## src/rtl/insmem_fetch_ctrl.sv

```systemverilog
// insmem_fetch_ctrl
//   Sequencer for the instruction memory. A program image is streamed in
//   word by word over a valid/ready write port into a staging buffer. The
//   whole buffer is then committed to the memory in one parallel-load cycle.
//   On command, a run of consecutive instructions is fetched from address 0.
//   Each instruction is handed to a downstream consumer over a valid/ready
//   port that supports backpressure.
//
// Ports
//   clk, rst              clock; asynchronous active-high reset
//   load_start            pulse, starts a program-load phase (IDLE only)
//   wr_valid/wr_data      program words, accepted in index order 0..DEPTH-1
//   wr_ready              high while collecting words
//   run_start/run_len     pulse plus length (1..DEPTH) of a fetch run
//   ins_valid/ins_ready   downstream handshake
//   ins_data/ins_pc       fetched instruction and its address
//   mem_img               staged image, word i at [i*WIDTH +: WIDTH]
//   mem_l/mem_e/mem_addr  memory parallel-load strobe, enable, address
//   mem_q                 registered memory read data
//   busy                  high in every state except IDLE
//   loaded                a complete image has been committed
//   done                  one-cycle pulse at the end of a run
//   err                   one-cycle pulse for a rejected run_start
module insmem_fetch_ctrl #(
  parameter int WIDTH = 32,
  parameter int DEPTH = 32,
  parameter int AW    = 5
) (
  input  logic                   clk,
  input  logic                   rst,
  input  logic                   load_start,
  input  logic                   wr_valid,
  input  logic [WIDTH-1:0]       wr_data,
  output logic                   wr_ready,
  input  logic                   run_start,
  input  logic [AW:0]            run_len,
  output logic                   ins_valid,
  input  logic                   ins_ready,
  output logic [WIDTH-1:0]       ins_data,
  output logic [AW-1:0]          ins_pc,
  output logic [WIDTH*DEPTH-1:0] mem_img,
  output logic                   mem_l,
  output logic                   mem_e,
  output logic [AW-1:0]          mem_addr,
  input  logic [WIDTH-1:0]       mem_q,
  output logic                   busy,
  output logic                   loaded,
  output logic                   done,
  output logic                   err
);

  typedef enum logic [2:0] {
    S_IDLE,
    S_LOAD,
    S_COMMIT,
    S_REQ,
    S_WAIT,
    S_HOLD,
    S_DONE
  } state_t;

  localparam logic [AW:0]   DEPTH_W  = (AW+1)'(DEPTH);
  localparam logic [AW-1:0] LAST_IDX = AW'(DEPTH-1);

  state_t           state_q, state_d;
  logic [AW-1:0]    idx_q, idx_d;
  logic [AW-1:0]    pc_q, pc_d;
  logic [AW:0]      cnt_q, cnt_d;
  logic [AW:0]      len_q, len_d;
  logic [AW:0]      cnt_inc;
  logic             loaded_q, loaded_d;
  logic             err_q, err_d;
  logic             ins_valid_q, ins_valid_d;
  logic [WIDTH-1:0] ins_data_q, ins_data_d;
  logic [AW-1:0]    ins_pc_q, ins_pc_d;
  logic             img_we;

  // Next-state and decoded outputs
  always_comb begin
    state_d     = state_q;
    idx_d       = idx_q;
    pc_d        = pc_q;
    cnt_d       = cnt_q;
    len_d       = len_q;
    loaded_d    = loaded_q;
    err_d       = 1'b0;
    ins_valid_d = ins_valid_q;
    ins_data_d  = ins_data_q;
    ins_pc_d    = ins_pc_q;
    img_we      = 1'b0;
    cnt_inc     = cnt_q + 1'b1;
    wr_ready    = 1'b0;
    mem_l       = 1'b0;
    mem_e       = 1'b0;
    mem_addr    = '0;
    done        = 1'b0;

    case (state_q)
      S_IDLE: begin
        // A load request takes priority; a simultaneous run_start is dropped
        // silently rather than flagged.
        if (load_start) begin
          state_d  = S_LOAD;
          idx_d    = '0;
          loaded_d = 1'b0;
        end else if (run_start) begin
          if (loaded_q && (run_len != '0) && (run_len <= DEPTH_W)) begin
            state_d = S_REQ;
            pc_d    = '0;
            cnt_d   = '0;
            len_d   = run_len;
          end else begin
            err_d = 1'b1;
          end
        end
      end

      S_LOAD: begin
        wr_ready = 1'b1;
        if (wr_valid) begin
          img_we = 1'b1;
          if (idx_q == LAST_IDX) begin
            idx_d   = '0;
            state_d = S_COMMIT;
          end else begin
            idx_d = idx_q + 1'b1;
          end
        end
      end

      S_COMMIT: begin
        mem_l    = 1'b1;
        mem_e    = 1'b1;
        loaded_d = 1'b1;
        state_d  = S_IDLE;
      end

      S_REQ: begin
        mem_e    = 1'b1;
        mem_addr = pc_q;
        state_d  = S_WAIT;
      end

      S_WAIT: begin
        // The memory registered the word on the REQ edge, so mem_q is valid now.
        ins_data_d  = mem_q;
        ins_pc_d    = pc_q;
        ins_valid_d = 1'b1;
        state_d     = S_HOLD;
      end

      S_HOLD: begin
        if (ins_ready) begin
          ins_valid_d = 1'b0;
          cnt_d       = cnt_inc;
          if (cnt_inc == len_q) begin
            // pc stays on the last fetched address so it never wraps.
            state_d = S_DONE;
          end else begin
            pc_d    = pc_q + 1'b1;
            state_d = S_REQ;
          end
        end
      end

      S_DONE: begin
        done    = 1'b1;
        state_d = S_IDLE;
      end

      default: state_d = S_IDLE;
    endcase
  end

  always_ff @(posedge clk or posedge rst) begin
    if (rst) begin
      state_q     <= S_IDLE;
      idx_q       <= '0;
      pc_q        <= '0;
      cnt_q       <= '0;
      len_q       <= '0;
      loaded_q    <= 1'b0;
      err_q       <= 1'b0;
      ins_valid_q <= 1'b0;
      ins_data_q  <= '0;
      ins_pc_q    <= '0;
    end else begin
      state_q     <= state_d;
      idx_q       <= idx_d;
      pc_q        <= pc_d;
      cnt_q       <= cnt_d;
      len_q       <= len_d;
      loaded_q    <= loaded_d;
      err_q       <= err_d;
      ins_valid_q <= ins_valid_d;
      ins_data_q  <= ins_data_d;
      ins_pc_q    <= ins_pc_d;
    end
  end

  // Staging buffer: one register word per memory entry, all visible at once
  // so the memory can take the whole image in a single load cycle.
  generate
    for (genvar gi = 0; gi < DEPTH; gi++) begin : g_img
      logic [WIDTH-1:0] word_q;
      always_ff @(posedge clk or posedge rst) begin
        if (rst) begin
          word_q <= '0;
        end else if (img_we && (idx_q == AW'(gi))) begin
          word_q <= wr_data;
        end
      end
      assign mem_img[gi*WIDTH +: WIDTH] = word_q;
    end
  endgenerate

  assign busy      = (state_q != S_IDLE);
  assign loaded    = loaded_q;
  assign err       = err_q;
  assign ins_valid = ins_valid_q;
  assign ins_data  = ins_data_q;
  assign ins_pc    = ins_pc_q;

endmodule
```

## config.mk

```make
export PLATFORM = sky130hd
export DESIGN_NAME = insmem_fetch_ctrl
export DESIGN_NICKNAME = d
export VERILOG_FILES = /design/src/rtl/insmem_fetch_ctrl.sv
export SDC_FILE = /design/constraint.sdc
export NUM_CORES = 2
export LEC_CHECK = 0
export CAP_MARGIN = 5
export CORE_AREA = 2 2 446 448
export DETAILED_ROUTE_END_ITERATION = 10
export DIE_AREA = 0 0 448 450
export DONT_BUFFER_PORTS = 1
export PLACE_DENSITY = 0.46
export SYNTH_ARGS = -nofsm -noshare
export SYNTH_HDL_FRONTEND = slang
export SYNTH_SLANG_ARGS = --single-unit
```

## constraint.sdc

```tcl
create_clock -name clk -period 38.7 [get_ports clk]
set_input_delay 1.935 -clock clk [delete_from_list [all_inputs] [get_ports clk]]
set_output_delay 1.935 -clock clk [all_outputs]
set_load 0.05 [all_outputs]
```

Word-level counts from Yosys, hierarchy flattened
Cells that the tools add are included.

storage, ports and cells
  bits in registers = 1089
  bits of input ports = 76
  output and inout port bits = 1074

operators by class
  add/subtract/negate cells = 3
  order comparisons = 1
  eq/ne operators = 48
  mux-type cells = 38
  bitwise gates (word level) = 1
  reduce and logical (&&, ||, !) cells = 50

operator list
  kind                                                              count
  5-bit == test (second input constant)                             16
  5-bit 2-to-1 mux                                                  9
  5-bit by 4-bit == test with 1-bit output (second input constant)  8
  1-bit logical AND                                                 34
  6-bit 2-to-1 mux                                                  4
  3-bit 2-to-1 mux                                                  7
  5-bit by 3-bit == test with 1-bit output (second input constant)  4
  5-bit case mux with 2 select lines                                2
  2-bit inequality test (second input constant)                     8
  3-bit case mux with 5 select lines                                1
  1-bit 2-to-1 mux                                                  12
  6-bit case mux with 2 select lines                                1
  5-bit by 1-bit adder with 5-bit output (second input constant)    2
  5-bit by 2-bit == test with 1-bit output (second input constant)  2
  5-bit AND reduction                                               2
  3-bit == test (second input constant)                             3
  2-bit nonzero test                                                4
  6-bit by 1-bit adder with 6-bit output (second input constant)    1
  3-bit by 2-bit == test with 1-bit output (second input constant)  2
  6-bit == test                                                     1
  6-bit less-or-equal comparator (second input constant)            1
  3-bit inequality test (second input constant)                     2
  6-bit AND reduction                                               1
  6-bit nonzero test                                                1
  11 further kinds                                                  13

Logic depth before layout (Yosys ltp)
  depth in word-level cells = 7
  depth in mapped cells = 9
  gate-level depth less buffers = 8

Worst setup path after synthesis
OpenSTA, ideal clock, no wires.

  path type = register to output
  start = register state_q[2]
  end = output port mem_l
  data arrival time = 1.979 ns
  slack = 34.786 ns
  stages on the path, launching flop included = 5
  path through = dfrtp_1 buf_2 nor2b_1 clkbuf_1 nor2b_1

between the ends
  longest elaborated chain between the ends = 2

ends and longest elaborated chain
  element                                   RTL line  source
  from (decl)                               65        state_t state_q, state_d;
  from (signal assigned)                    188       state_q <= state_d;
  3-bit by 2-bit == test with 1-bit output  98        case (state_q)
  1-bit 2-to-1 mux                          98
  to (decl)                                 42        output logic mem_l,

No other way between the ends.

Worst setup path after layout
  start = register state_q[2]
  end = output port wr_ready

between the ends
  longest elaborated chain between the ends = 2

ends and longest elaborated chain
  element                                   RTL line  source
  3-bit by 1-bit == test with 1-bit output  98
  1-bit 2-to-1 mux                          98
  to (decl)                                 34        output logic wr_ready,

No other way between the ends.

==> flow_metrics.env <==
export IMPL_outcome="completed"
export IMPL_syn_area_mm2=0.04122
export IMPL_cts_buffers=121
export IMPL_r2r_cells=6
export IMPL_synth_cells=2536
export IMPL_cts_tree="yes"
export IMPL_grt_pass1_vias=23000
export IMPL_setup_viol=0
export IMPL_rsz0062_at_grt="no"
export IMPL_max_slew_margin=0.1806
export IMPL_startpoint_type="flop"
export IMPL_vias=22020
export IMPL_maxSlewViolCount=0
export IMPL_layout_drive_gt1_share=0.5132
export IMPL_reg2reg_from="state_q[2]"
export IMPL_avgViaCountPerCell=4.206
export IMPL_grt_pass1_wl_mm=214.9
export IMPL_cp_slowest_stage_delay_ps=640
export IMPL_core_area_mm2=0.1966
export IMPL_required_ps=36760
export IMPL_fin_skew_ps=53.27
export IMPL_crit_buf_inv=1
export IMPL_period_needed_ps=4657
export IMPL_grt_usage=0.1554
export IMPL_routed_wl_mm=161.3
export IMPL_start_util=0.2096
export IMPL_detail_route_antenna_nets=0
export IMPL_rr_endpoint="g_img[27].word_q[16]"
export IMPL_stdcell_count=5236
export IMPL_hold_viol=0
export IMPL_critPathSlowestCell="inv_1"
export IMPL_cts_hold_buf=0
export IMPL_yosys_warnings=0
export IMPL_root_buffer="clkbuf_16"
export IMPL_die_w_um=448
export IMPL_crit_family="simple AND/OR/NAND/NOR gates"
export IMPL_overflow=0
export IMPL_antenna_found_initial=21
export IMPL_dp_cells=5001
export IMPL_ys_seq_area_frac=0.6612
export IMPL_first_iter_violations=1318
export IMPL_synth_async_reset_ratio=1.000
export IMPL_worst_pin_slew_ps=1225
export IMPL_htreeDepth=3
export IMPL_grt_max_degree=160
export IMPL_hpwl_mm=106.2
export IMPL_ys_seq_elements=1089
export IMPL_path_max_fanout=9
export IMPL_hold_end="cnt_q[5]"
export IMPL_post_cts_buffers=0
export IMPL_dieArea_mm2=0.2016
export IMPL_dr_pass1_iters=7
export IMPL_fmax_mhz=214.7
export IMPL_io_pins=1150
export IMPL_place_gp_congestion=0.7477
export IMPL_min_path_type="flop to flop"
export IMPL_portBuffers=0
export IMPL_r2r_slack_ps=35250
export IMPL_drc_errors=0
export IMPL_maxCapViolCount=0
export IMPL_path_cells="nor2_1, nand2_1, inv_1"
export IMPL_holdPathStages=1
export IMPL_n_fill_cell=20490
export IMPL_synthDistinctLibCells=45
export IMPL_die_h_um=450
export IMPL_cts_resized=0
export IMPL_setup_tns_ps=0
export IMPL_avgSynthCellArea_um2=16.25
export IMPL_min_delay_start="cnt_q[5]"
export IMPL_nets=2568
export IMPL_rows=163
export IMPL_yosys_most_used_dff="dfrtp_1"
export IMPL_worst_setup_path_type="flop to primary output"
export IMPL_clk_pin_slew_ps=60
export IMPL_fin_crit_sh=0.1203
export IMPL_synth_edf_count=0
export IMPL_syn_num_nets=2620
export IMPL_endpoint_kind="primary output"
export IMPL_area_growth_pct=16.76
export IMPL_numClockSinks=1089
export IMPL_clk_latency_ps=800
export IMPL_critPathArrivalTime_ps=2720
export IMPL_cts_buffer_depth=3
export IMPL_wl_per_cell_um=30.81
==> layout by cell type (no fill, tap or decap), types with 5 or more instances in the layout <==
cell type,n
inv_6,5
buf_4,31
diode_2,12
mux2_4,5
nor2b_1,5
nand2_1,19
nor2_1,9
inv_1,6
nand3_1,11
nand2_4,8
clkbuf_8,24
mux2_2,1061
clkinv_2,18
clkbuf_16,122
and3_1,16
nor3_1,5
o21ai_0,14
nand2_2,15
ha_1,8
dfrtp_1,1089
clkbuf_1,36
==> cells by family (layout without fill, tap and decap cells) <==
family / Yosys count / after routing / synth area share
other: 0 / 12 / 0
AO/OA/AOI/OAI: 36 / 36 / 0.005799
buffers and inverters: 217 / 265 / 0.02252
adder cells (fa/ha/maj): 8 / 8 / 0.002429
multiplexers: 1068 / 1068 / 0.2922
XOR/XNOR: 6 / 6 / 0.001973
AND/OR/NAND/NOR: 112 / 112 / 0.01387
flip-flops: 1089 / 1089 / 0.6612
==> sequential cells by signal, summed over array words and instances, names as in the netlist, 3 cells and up <==
register	count
len_q	6
state_q	3
ins_pc	5
g_img.word_q	1024
ins_data	32
idx_q	5
pc_q	5
cnt_q	6
==> cell usage after synthesis (3+ instances only) <==
master | n | share of area
a21oi_1 | 3 | 0.00036
ha_1 | 8 | 0.0024
buf_2 | 70 | 0.0085
o31ai_1 | 3 | 0.00055
nand2_1 | 42 | 0.0038
clkbuf_1 | 106 | 0.0097
and3_1 | 19 | 0.0029
buf_1 | 28 | 0.0025
dfrtp_1 | 1089 | 0.66
nand3_1 | 14 | 0.0017
nor3_1 | 7 | 0.00085
inv_1 | 7 | 0.00064
mux2_4 | 5 | 0.0018
nor2_1 | 9 | 0.00082
o21ai_0 | 14 | 0.0017
a21o_1 | 4 | 0.00073
mux2_2 | 1061 | 0.29
nor2b_1 | 7 | 0.0011
buf_4 | 5 | 0.00091
xnor2_1 | 3 | 0.00064
==> cell type report <==
cell class / instances / area [um2] / area share
sequential: 1089 / 27250 / 0.5663
multi-input combinational: 1230 / 13200 / 0.2743
clock buffer: 182 / 3518 / 0.07311
tap: 2640 / 3303 / 0.06864
clock inverter: 41 / 474.2 / 0.009854
timing repair buffer: 35 / 312.8 / 0.006500
inverter: 7 / 33.78 / 0.0007020
antenna: 12 / 30.03 / 0.0006240
==> metrics by stage <==
stage	worst slack [ps]	utilization	cell area, um2	hold WS (ps)
global route	33870	0.2446	48090	537.8
detailed placement	33560	0.2243	44100	500.8
CTS	33840	0.2446	48090	507.8
finish	34040	0.2448	48120	509.1
floorplan	6106	-	41220	468.4
global placement	33610	0.2243	44100	493.2
==> worst register-to-register path: stages, from the launching register on <==
cell,delay [ps]
dfrtp_1,470
nor2_1,560
and3_1,600
nand3_1,320
nor2b_4,540
buf_4,460
mux2_2,410
==> layer usage <==
metal  wire length (um)  part of all wire  GRT usage
met4               5263             0.033    0.05771
met1              58390              0.36     0.1714
met5                 17           0.00011          0
met3              14600             0.090    0.05181
met2              83060              0.51     0.2747
==> worst max-delay path by stage <==
| stage | to | cells after the start | from |
|---|---|---|---|
| 5_1_grt | wr_ready | 3 | state_q[2] |
| 4_1_cts | wr_ready | 3 | state_q[2] |
| 3_5_place_dp | g_img[26].word_q[3] | 4 | rst |
| 2_1_floorplan | cnt_q[0] | 1 | rst |
| 3_3_place_gp | g_img[20].word_q[3] | 4 | rst |
| 6_report | wr_ready | 3 | state_q[2] |
Power is not shown: default switching activity piles up to over one toggle a cycle in this logic, so the estimate is an artifact.
